`config.mk`:
```
export PLATFORM = sky130hd
export DESIGN_NAME = blink_monitor
export DESIGN_NICKNAME = d
export VERILOG_FILES = /design/src/rtl/blink_monitor.sv
export SDC_FILE = /design/constraint.sdc
export NUM_CORES = 1
export LEC_CHECK = 0
export ABC_AREA = 0
export CAP_MARGIN = 10
export CORE_ASPECT_RATIO = 2
export CORE_MARGIN = 3
export CORE_UTILIZATION = 48
export CTS_BUF_LIST = sky130_fd_sc_hd__clkbuf_16
export DETAILED_ROUTE_END_ITERATION = 8
export PLACE_DENSITY_LB_ADDON = 0.2
export SLEW_MARGIN = 10
export SYNTH_ARGS = -nofsm -noshare
export SYNTH_HDL_FRONTEND = slang
export SYNTH_SLANG_ARGS = --single-unit
```
`constraint.sdc`:
```
create_clock -name clk -period 2.1 [get_ports clk]
set_clock_uncertainty 0.1 [all_clocks]
set_input_delay 0.21 -clock clk [delete_from_list [all_inputs] [get_ports clk]]
set_output_delay 0.21 -clock clk [all_outputs]
set_load 0.05 [all_outputs]
```
`src/rtl/blink_monitor.sv`:
```
// Protocol checker for a blinker's led/flg pins: locks onto the flg pulse train,
// measures the flg-to-flg period and flags the first protocol violation.
module blink_monitor #(
   parameter int CBITS = 10
) (
   input  logic             clk,
   input  logic             rst,
   input  logic             led,
   input  logic             flg,
   input  logic             clr,
   output logic             locked,
   output logic             err,
   output logic [2:0]       err_code,
   output logic [CBITS:0]   last_period,
   output logic [15:0]      pulses
);

   localparam logic [CBITS:0] PERIOD = {1'b1, {CBITS{1'b0}}};

   typedef enum logic [1:0] {
      SYNC,
      TRACK,
      FAULT
   } state_t;

   typedef enum logic [2:0] {
      ERR_NONE         = 3'd0,
      ERR_EARLY        = 3'd1,
      ERR_LATE         = 3'd2,
      ERR_LED_SPURIOUS = 3'd3,
      ERR_LED_MISSING  = 3'd4
   } err_t;

   state_t           state_q, state_d;
   logic [CBITS:0]   cnt_q, cnt_d;
   logic             led_q, flg_q;
   logic             locked_d, err_d;
   logic [2:0]       err_code_d;
   logic [CBITS:0]   last_period_d;
   logic [15:0]      pulses_d;

   logic             tog;
   logic [CBITS:0]   cnt_inc;
   err_t             fault;

   assign tog     = led ^ led_q;
   assign cnt_inc = (cnt_q == '1) ? cnt_q : cnt_q + 1'b1;

   // Rule order matters: timing violations win over led violations.
   always_comb begin
      if (flg && (cnt_q < PERIOD))
         fault = ERR_EARLY;
      else if (!flg && (cnt_q == PERIOD))
         fault = ERR_LATE;
      else if (tog && !flg_q)
         fault = ERR_LED_SPURIOUS;
      else if (!tog && flg_q)
         fault = ERR_LED_MISSING;
      else
         fault = ERR_NONE;
   end

   // NOTE: every always_comb output gets a default first so no path can infer a latch.
   always_comb begin
      state_d       = state_q;
      cnt_d         = cnt_q;
      locked_d      = locked;
      err_d         = err;
      err_code_d    = err_code;
      last_period_d = last_period;
      pulses_d      = pulses;

      if (clr) begin
         state_d    = SYNC;
         cnt_d      = '0;
         locked_d   = 1'b0;
         err_d      = 1'b0;
         err_code_d = ERR_NONE;
      end else begin
         unique case (state_q)
            SYNC: begin
               cnt_d = cnt_inc;
               if (flg) begin
                  cnt_d   = {{CBITS{1'b0}}, 1'b1};
                  state_d = TRACK;
               end
            end
            TRACK: begin
               cnt_d = cnt_inc;
               if (fault != ERR_NONE) begin
                  state_d    = FAULT;
                  err_d      = 1'b1;
                  err_code_d = fault;
                  locked_d   = 1'b0;
               end else if (flg && (cnt_q == PERIOD)) begin
                  last_period_d = cnt_q;
                  pulses_d      = (pulses == 16'hFFFF) ? pulses : pulses + 16'd1;
                  cnt_d         = {{CBITS{1'b0}}, 1'b1};
                  locked_d      = 1'b1;
               end
            end
            FAULT: ;
            default: state_d = SYNC;
         endcase
      end
   end

   // NOTE: sequential state uses non-blocking assignments so every register samples pre-edge values.
   always_ff @(posedge clk or negedge rst) begin
      if (!rst) begin
         state_q     <= SYNC;
         cnt_q       <= '0;
         led_q       <= 1'b0;
         flg_q       <= 1'b0;
         locked      <= 1'b0;
         err         <= 1'b0;
         err_code    <= 3'd0;
         last_period <= '0;
         pulses      <= '0;
      end else begin
         state_q     <= state_d;
         cnt_q       <= cnt_d;
         led_q       <= led;
         flg_q       <= flg;
         locked      <= locked_d;
         err         <= err_d;
         err_code    <= err_code_d;
         last_period <= last_period_d;
         pulses      <= pulses_d;
      end
   end

endmodule

```
Word level (Yosys, flattened, before mapping):

Index checks and enable logic that the tools add are counted.
W data, S select, Z words.

* add/subtract/negate cells: 2
* magnitude comparators: 1
* eq/ne operators: 8
* multiplexer cells: 24
* bitwise logic cells: 4
* reduce and logical (&&, ||, !) cells: 19

Operators with widths (number)
* $mux W11: 5
* $eq A11 B11 Y1 const B: 2
* $pmux W11 S2: 1
* $mux W3: 7
* $add A16 B1 Y16 const B: 1
* $eq A16 B16 Y1 const B: 1
* $add A11 B1 Y11 const B: 1
* $lt A11 B11 Y1 const B: 1
* $reduce_bool A3 Y1: 3
* $mux W1: 7
* $mux W2: 3
* $ne A3 B3 Y1 const B: 2
* $pmux W2 S3: 1
* $logic_and A1 B1 Y1: 5
* $reduce_and A5 Y1: 1
* $reduce_and A2 Y1: 2
* $reduce_and A4 Y1: 1
* $reduce_bool A2 Y1: 2
* $logic_not A1 Y1: 3
* $not A1 Y1: 3
* $reduce_and A3 Y1: 1
* $eq A2 B1 Y1 const B: 1
* $eq A2 B2 Y1 const B: 1
* $logic_not A2 Y1: 1
* 2 further kinds: 2

* flip-flop bits (word level): 47
* output and inout port bits: 32
* word-level logic and storage cells: 67

Longest topological paths before layout:

Gate-level depths: netlist of the first run.

* word-level depth: 11
* gate-level depth with buffers: 9
* depth with buffers taken out: 7

Worst setup path after synthesis of the first run:

Ideal clock, no wire load.

* path kind: reg2reg
* start: register pulses[0]
* end: register pulses[3]
* setup time: 0.143 ns
* arrival time: 2.024 ns
* setup slack: -0.167 ns
* cell stages (with the launch flop): 7
* path buffers: 0
* clock period less this slack: 2.267 ns
* path through: dfrtp_1 -> ha_1 -> nand3_1 -> nor4_1 -> a2111oi_4 -> nand4_1 -> xnor2_1

* word-level cells in the longest chain between the ends: 3
* elaborated cells on any way between the ends: 4
* those cells by class: add/sub (1); eq/ne (1); bitwise (1); reduce/logical (1)

Ends and longest elaborated chain
* start, declared: line 15 `output logic [15:0] pulses`
* start signal, assigned: line 129 `pulses <= pulses_d;`
* parallel branches: the longest is 3 deep, another holds $add A16 B1 Y16

Several ways; the timed one is not identified.
A chain may end at the register's enable or synchronous reset.

Worst setup path in the final report of the first run:

* start: register flg_q
* end: register pulses[1]

* word-level cells in the longest chain between the ends: 8
* elaborated cells on any way between the ends: 10
* those cells by class: mux (4); bitwise (1); reduce/logical (5)

Ends and longest elaborated chain
* start, declared: line 36 `logic led_q, flg_q;`
* start signal, assigned: line 124 `flg_q <= flg;`
* $logic_and A1 B1 Y1 / $logic_not A1 Y1 (equally long branches): line 57, 55
* $mux W3 / $logic_and A1 B1 Y1 (equally long branches): line 57, 55
* $mux W3 (*): line 55 `else if (tog && !flg_q)`
* $mux W3 (*): line 53 `else if (!flg && (cnt_q == PERIOD))`
* $mux W3 (*): line 51 `if (flg && (cnt_q < PERIOD))`
* $reduce_bool A3 Y1 (*): line 90 `if (fault != ERR_NONE) begin`
* $not A1 Y1 (no line) (*)
* $reduce_and A5 Y1 (no line) (*)

Every way passes the cells marked *; elsewhere a longest branch is shown, timed or not.

==> results of run 1 <==
worst min path at each step:
| stage | to | depth (start not counted) | slack (ns) |
|---|---|---|---|
| floorplan | cnt_q[0]$_DFFE_PN0P_ | 0 | -0.19 |
| global placement | pulses[3]$_DFFE_PN0P_ | 2 | 0.11 |
| detailed placement | err_code[1]$_DFFE_PN0P_ | 2 | 0.11 |
| CTS | cnt_q[1]$_DFFE_PN0P_ | 3 | 0.35 |
| global route | pulses[3]$_DFFE_PN0P_ | 3 | 0.37 |
| finish | pulses[3]$_DFFE_PN0P_ | 3 | 0.34 |
cells in the mapped netlist, types with 3 or more instances:
| cell | count | area [um^2] |
|---|---|---|
| o21ai_0 | 12 | 60.1 |
| dfrtp_1 | 47 | 1180 |
| nand4_1 | 9 | 56.3 |
| xor2_1 | 3 | 26.3 |
| xnor2_1 | 9 | 78.8 |
| nand3_1 | 12 | 60.1 |
| and2_1 | 9 | 56.3 |
| mux2_2 | 4 | 45.0 |
| inv_1 | 4 | 15.0 |
| nor2_1 | 17 | 63.8 |
| nor3_1 | 5 | 25.0 |
| and3_1 | 5 | 31.3 |
| a21oi_1 | 15 | 75.1 |
| ha_1 | 3 | 37.5 |
| clkbuf_1 | 5 | 18.8 |
| nand2_1 | 21 | 78.8 |
| nand2b_1 | 7 | 43.8 |
sequential cells by signal, indices dropped and copies added, names as in the netlist:
name and cells:
flg_q 1, last_period 11, pulses 16, led_q 1
locked 1, err_code 3, err 1, state_q 2
cnt_q 11
where the power goes:
group	switching [uW]	internal [uW]	total, uW
clock	334	561	895
sequential	11.6	921	933
combinational	130	104	234
total	475	1590	2060
routing by layer:
metal	up-vias	track usage, %
li1	971	-
met1	991	21.6
met2	37	40.9
met3	11	2.97
met4	0	6.78
met5	-	0
worst max-delay path, stage by stage (launching register included):
cell and delay [ns]:
dfrtp_1 0.38, xor3_1 0.44, or2_4 0.26, a2111oi_4 0.37, buf_6 0.18, mux2_4 0.29
logic make-up after synthesis:
kind of cell	count (synthesis)	share of synthesized area, %
compound gates	50	14.3
xor+xnor	13	5.48
fa+ha+maj	3	1.60
buf+inv	11	2.13
flops	47	50.0
mux	5	2.55
simple gates	100	24.0
stage by stage:
stage	setup slack, ns	area [um^2]	utilization, %	std cells	TNS (ns)
2_1_floorplan	-0.000521	2370	-	229	-0.000521
6_report	-0.0338	3250	69.3	356	-0.0528
5_1_grt	-0.0952	3250	69.3	356	-1.22
3_3_place_gp	-0.247	2990	63.9	343	-6.23
3_5_place_dp	-0.270	2990	63.9	343	-7.17
4_1_cts	-0.0281	3180	67.9	352	-0.169
cell type report:
cell class	count	area share [%]
inverters	4	0.462
multi-input cells	171	36.3
flip-flops and latches	47	36.4
clock inverters	3	1.35
well taps	55	2.12
clock buffers	5	3.85
repair buffers	71	19.5
cells in the final DEF, fill, tap and decap left out, types with 2 or more instances in the layout:
master / count
inv_2: 2
xnor2_1: 9
clkdlybuf4s50_1: 35
nand2_1: 21
dfrtp_2: 5
a31oi_1: 2
o2bb2ai_1: 2
nand3_1: 11
ha_1: 3
inv_1: 2
buf_4: 31
nor2b_1: 2
nor2_1: 17
a21oi_1: 15
mux2_2: 4
nand2b_1: 7
dfrtp_1: 42
a21o_1: 2
o21ai_0: 11
a22o_1: 2
and2_1: 9
a22oi_1: 2
nor3_1: 3
buf_2: 2
a41oi_1: 2
nor3_2: 2
and3_1: 4
clkbuf_16: 5
a21boi_0: 2
xor2_1: 2
nand4_1: 9
repair_timing:
action	4_1_cts	5_1_grt
buffers inserted	0	3
pin swaps	1	6
endpoints found under the hold margin	47	0
endpoints found under the setup margin	23	39
gates resized for setup	3	11
gates cloned	0	1
hold buffers	1	0
==> metrics.cfg, run 1 <==
[synthesis]
ys_types = 50
yosysWarnings = 0
synth-edff-count = 0
postSynthCellCount = 229
async_reset_ff_share_pct = 100
syn_area_um2 = 2350
synth_nets = 237
yosys_register_bits = 47
synth_area_per_cell_um2 = 10.3
synth-main-ff-cell = dfrtp_1
ys_seq_area_share_pct = 50.0

[timing]
worstMarginPinSlew_ns = 0.508
rsz0062_at_grt = true
slew_viol_final = 0
maxSlewHeadroom_pct = 66.0
worst_slack_ns = -0.0338
setup_viol = 3
hold_violations = 0
max_freq_ghz = 0.469
holdWs_ns = 0.343
final.min_clock_period_ns = 2.13
fin_crit_sh_pct = 102

[clock_network]
cts_tree = yes
clk_latency_ns = 0.29
cts_buffer_depth = 2
htree_levels = 2
cts_buffers = 5
path_clk_slew_ns = 0.06
cts_sinks = 47
cts-root-buf = clkbuf_16

[pwr]
leakage_uw = 0.00140
vdd_ir_drop_max_v = 0.000762
finalPower_uw = 2060
power.density_nw_per_um2 = 634

[worst_setup_path]
cp.arrival_ns = 2.20
r2r_cells = 5
ff2ff_setup_slack_ns = -0.03
endpoint_kind = register
reg2reg_to = pulses[1]$_DFFE_PN0P_
startpoint = flg_q$_DFF_PN0_
crit_path_end = pulses[1]$_DFFE_PN0P_
cp_max_fo = 5
worstReg2RegStart = flg_q$_DFF_PN0_
critical_path_class = register to register
start_kind = register
worstPathRequired_ns = 2.17

[grt]
gr-total-overflow = 0
grtUsageTotal_pct = 20.8
grt_max_degree = 48
grt_pass1_vias = 2055
grt_pass1_wl_um = 9700
antenna_found_initial = 0

[floorplan]
start_util_pct = 50.2
die_w_um = 55.5
ios = 37
rows = 35
core_um2 = 4690
die_h_um = 105
die_area_um2 = 5830

[detailed_routing]
route.met2.wl_um = 3400
drc_errors = 0
highest_layer = met4
vias_per_cell = 5.65
vias = 2010
wl_um = 5690
drt.antenna.violating_nets = 0
dr.pass1.iters = 4
wl_met1_um = 2050
post_drt_wl_per_cell_um = 16.0
wl_met3_um = 131
first_iter_violations = 54

[status]
status = finished with violations
violations = negative setup slack

[final_layout]
multi_input_area_um2 = 1180
num-nets-final = 308
drive_gt1_share_pct = 23.6
area.sequential_um2 = 1180
fillers = 367
area_growth_pct = 38.1
antenna_cells = 0

[hold_path]
min_path_type = primary input to async pin

[placed_design]
io_buffers = 36
hpwl_um = 4230
gp_congestion = 0.862

[flow_run]
drv_cap = 0

Power figures use the tool's default switching activity.
==> inputs of run 2 (changes only) <==
--- a/config.mk
+++ b/config.mk
@@ -12,6 +12,7 @@
 export CORE_UTILIZATION = 48
 export CTS_BUF_LIST = sky130_fd_sc_hd__clkbuf_16
 export DETAILED_ROUTE_END_ITERATION = 8
+export MAX_ROUTING_LAYER = met4
 export PLACE_DENSITY_LB_ADDON = 0.2
 export SLEW_MARGIN = 10
 export SYNTH_ARGS = -nofsm -noshare
==> run 2 against run 1 <==
  * The flow still finishes with violations (negative setup slack)
  * Largest power group unchanged
  * Critical endpoint unchanged
  * Largest cell class unchanged
  * Worst hold slack improved by 0.00091 ns
  * First-iteration DRC count fell by 13%
  * Sequential share of layout area did not move
  * Highest routed layer unchanged
==> metrics.cfg, run 2 (synthesized netlist as in run 1, its figures left out) <==
[status]
status = finished with violations
violations = negative setup slack

[timing]
worst_slack_ns = -0.0342
slew_viol_final = 0
worstMarginPinSlew_ns = 0.508
holdWs_ns = 0.344
final.min_clock_period_ns = 2.13
fin_crit_sh_pct = 102
maxSlewHeadroom_pct = 66.0
rsz0062_at_grt = true
hold_violations = 0
setup_viol = 3
max_freq_ghz = 0.469

[worst_setup_path]
ff2ff_setup_slack_ns = -0.03
start_kind = register
crit_path_end = pulses[1]$_DFFE_PN0P_
worstReg2RegStart = flg_q$_DFF_PN0_
worstPathRequired_ns = 2.17
critical_path_class = register to register
cp_max_fo = 5
reg2reg_to = pulses[1]$_DFFE_PN0P_
endpoint_kind = register
r2r_cells = 5
startpoint = flg_q$_DFF_PN0_
cp.arrival_ns = 2.20

[grt]
grt_pass1_vias = 2056
grtUsageTotal_pct = 21.4
grt_max_degree = 48
gr-total-overflow = 0
antenna_found_initial = 0
grt_pass1_wl_um = 9720

[pwr]
seqPwrFrac_pct = 45.2
cell_internal_pwr_uw = 1590
clkPwrFrac_pct = 43.4
leakage_uw = 0.00140
comb_power_share_pct = 11.4
power_switching_uw = 476
vdd_ir_drop_max_v = 0.000760
finalPower_uw = 2060
power.density_nw_per_um2 = 635
swShare_pct = 23.1

[floorplan]
ios = 37
die_h_um = 105
start_util_pct = 50.2
rows = 35
die_w_um = 55.5
die_area_um2 = 5830
core_um2 = 4690

[clock_network]
cts_sinks = 47
path_clk_slew_ns = 0.06
cts-root-buf = clkbuf_16
cts_buffers = 5
htree_levels = 2
cts_buffer_depth = 2
clk_latency_ns = 0.29
cts_tree = yes

[detailed_routing]
vias = 2021
post_drt_wl_per_cell_um = 16.0
drt.antenna.violating_nets = 0
first_iter_violations = 47
drc_errors = 0
dr.pass1.iters = 4
wl_um = 5700
vias_per_cell = 5.68

[placed_design]
hpwl_um = 4230
post-place-ws_ns = -0.270
gp_congestion = 0.876
io_buffers = 36

[final_layout]
final_cell_mix = 42 x dfrtp_1, 35 x clkdlybuf4s50_1, 31 x buf_4
largest_register_ffs = 16
antenna_cells = 0
largest-register = pulses
area_growth_pct = 38.1
top_regs = pulses: 16 flops, cnt_q: 11 flops, last_period: 11 flops
num-nets-final = 308
layout_commonest_cell = dfrtp_1
drive_gt1_share_pct = 23.6

[flow_run]
drv_cap = 0

[hold_path]
min_path_type = primary input to async pin

run 2: cell counts in the layout (fill, tap and decap cells not counted):
Identical to the previous run, type by type.
run 2: critical path, cell delays in order (launching register included):
cell and delay, ns:
dfrtp_1 0.38, xor3_1 0.44, or2_4 0.26, a2111oi_4 0.37, buf_6 0.18, mux2_4 0.29
run 2: final cells by class:
cell class | instances | area (um^2)
clock buffer | 5 | 125
tap | 55 | 68.8
inverter | 4 | 15.0
clock inverter | 3 | 43.8
sequential | 47 | 1180
fill | 367 | 1440
timing repair buffer | 71 | 634
multi-input combinational | 171 | 1180
run 2: how the worst min path moves through the flow:
stage / to / start / cells after the start / slack (ns)
final: pulses[3]$_DFFE_PN0P_ / rst / 3 / 0.34
after global routing: pulses[3]$_DFFE_PN0P_ / rst / 3 / 0.37
after CTS: cnt_q[1]$_DFFE_PN0P_ / rst / 3 / 0.35
after detailed placement: err_code[1]$_DFFE_PN0P_ / rst / 2 / 0.11
after global placement: pulses[3]$_DFFE_PN0P_ / rst / 2 / 0.11
after floorplan: cnt_q[0]$_DFFE_PN0P_ / rst / 0 / -0.19
run 2: power groups by stage:
stage | Sequential, uW | Combinational [uW] | Clock (uW)
2_1_floorplan | 966 | 104 | 0
3_3_place_gp | 949 | 223 | 0
3_5_place_dp | 950 | 225 | 0
4_1_cts | 933 | 228 | 911
5_1_grt | 934 | 257 | 949
6_report | 933 | 234 | 895
run 2: timing repair:
| action | CTS | global route |
|---|---|---|
| hold buffers | 1 | 0 |
| cloned | 0 | 1 |
| setup buffers | 0 | 3 |
| hold endpoints to repair | 47 | 0 |
| endpoints found under the setup margin | 23 | 39 |
| gates resized for setup | 3 | 11 |
| pin swaps | 1 | 6 |
run 2: per-layer routing:
layer  routed length [um]  vias to the layer above  share of wire (%)  GRT usage, %
li1                     -                      972                  -             -
met4                  113                        0                2.0          6.78
met5                    0                        -                  0             -
met1                 2060                     1000                 36          21.6
met2                 3410                       38                 60          40.9
met3                  119                       11                2.1          2.97
run 2: metrics by stage:
stage                     instances  area (um^2)  utilization, %  setup TNS (ns)
after floorplan                 229         2370               -       -0.000521
after global placement          343         2990            63.9           -6.23
after detailed placement        343         2990            63.9           -7.17
after CTS                       352         3180            67.9          -0.169
after global routing            356         3250            69.3           -1.26
final                           356         3250            69.3         -0.0520
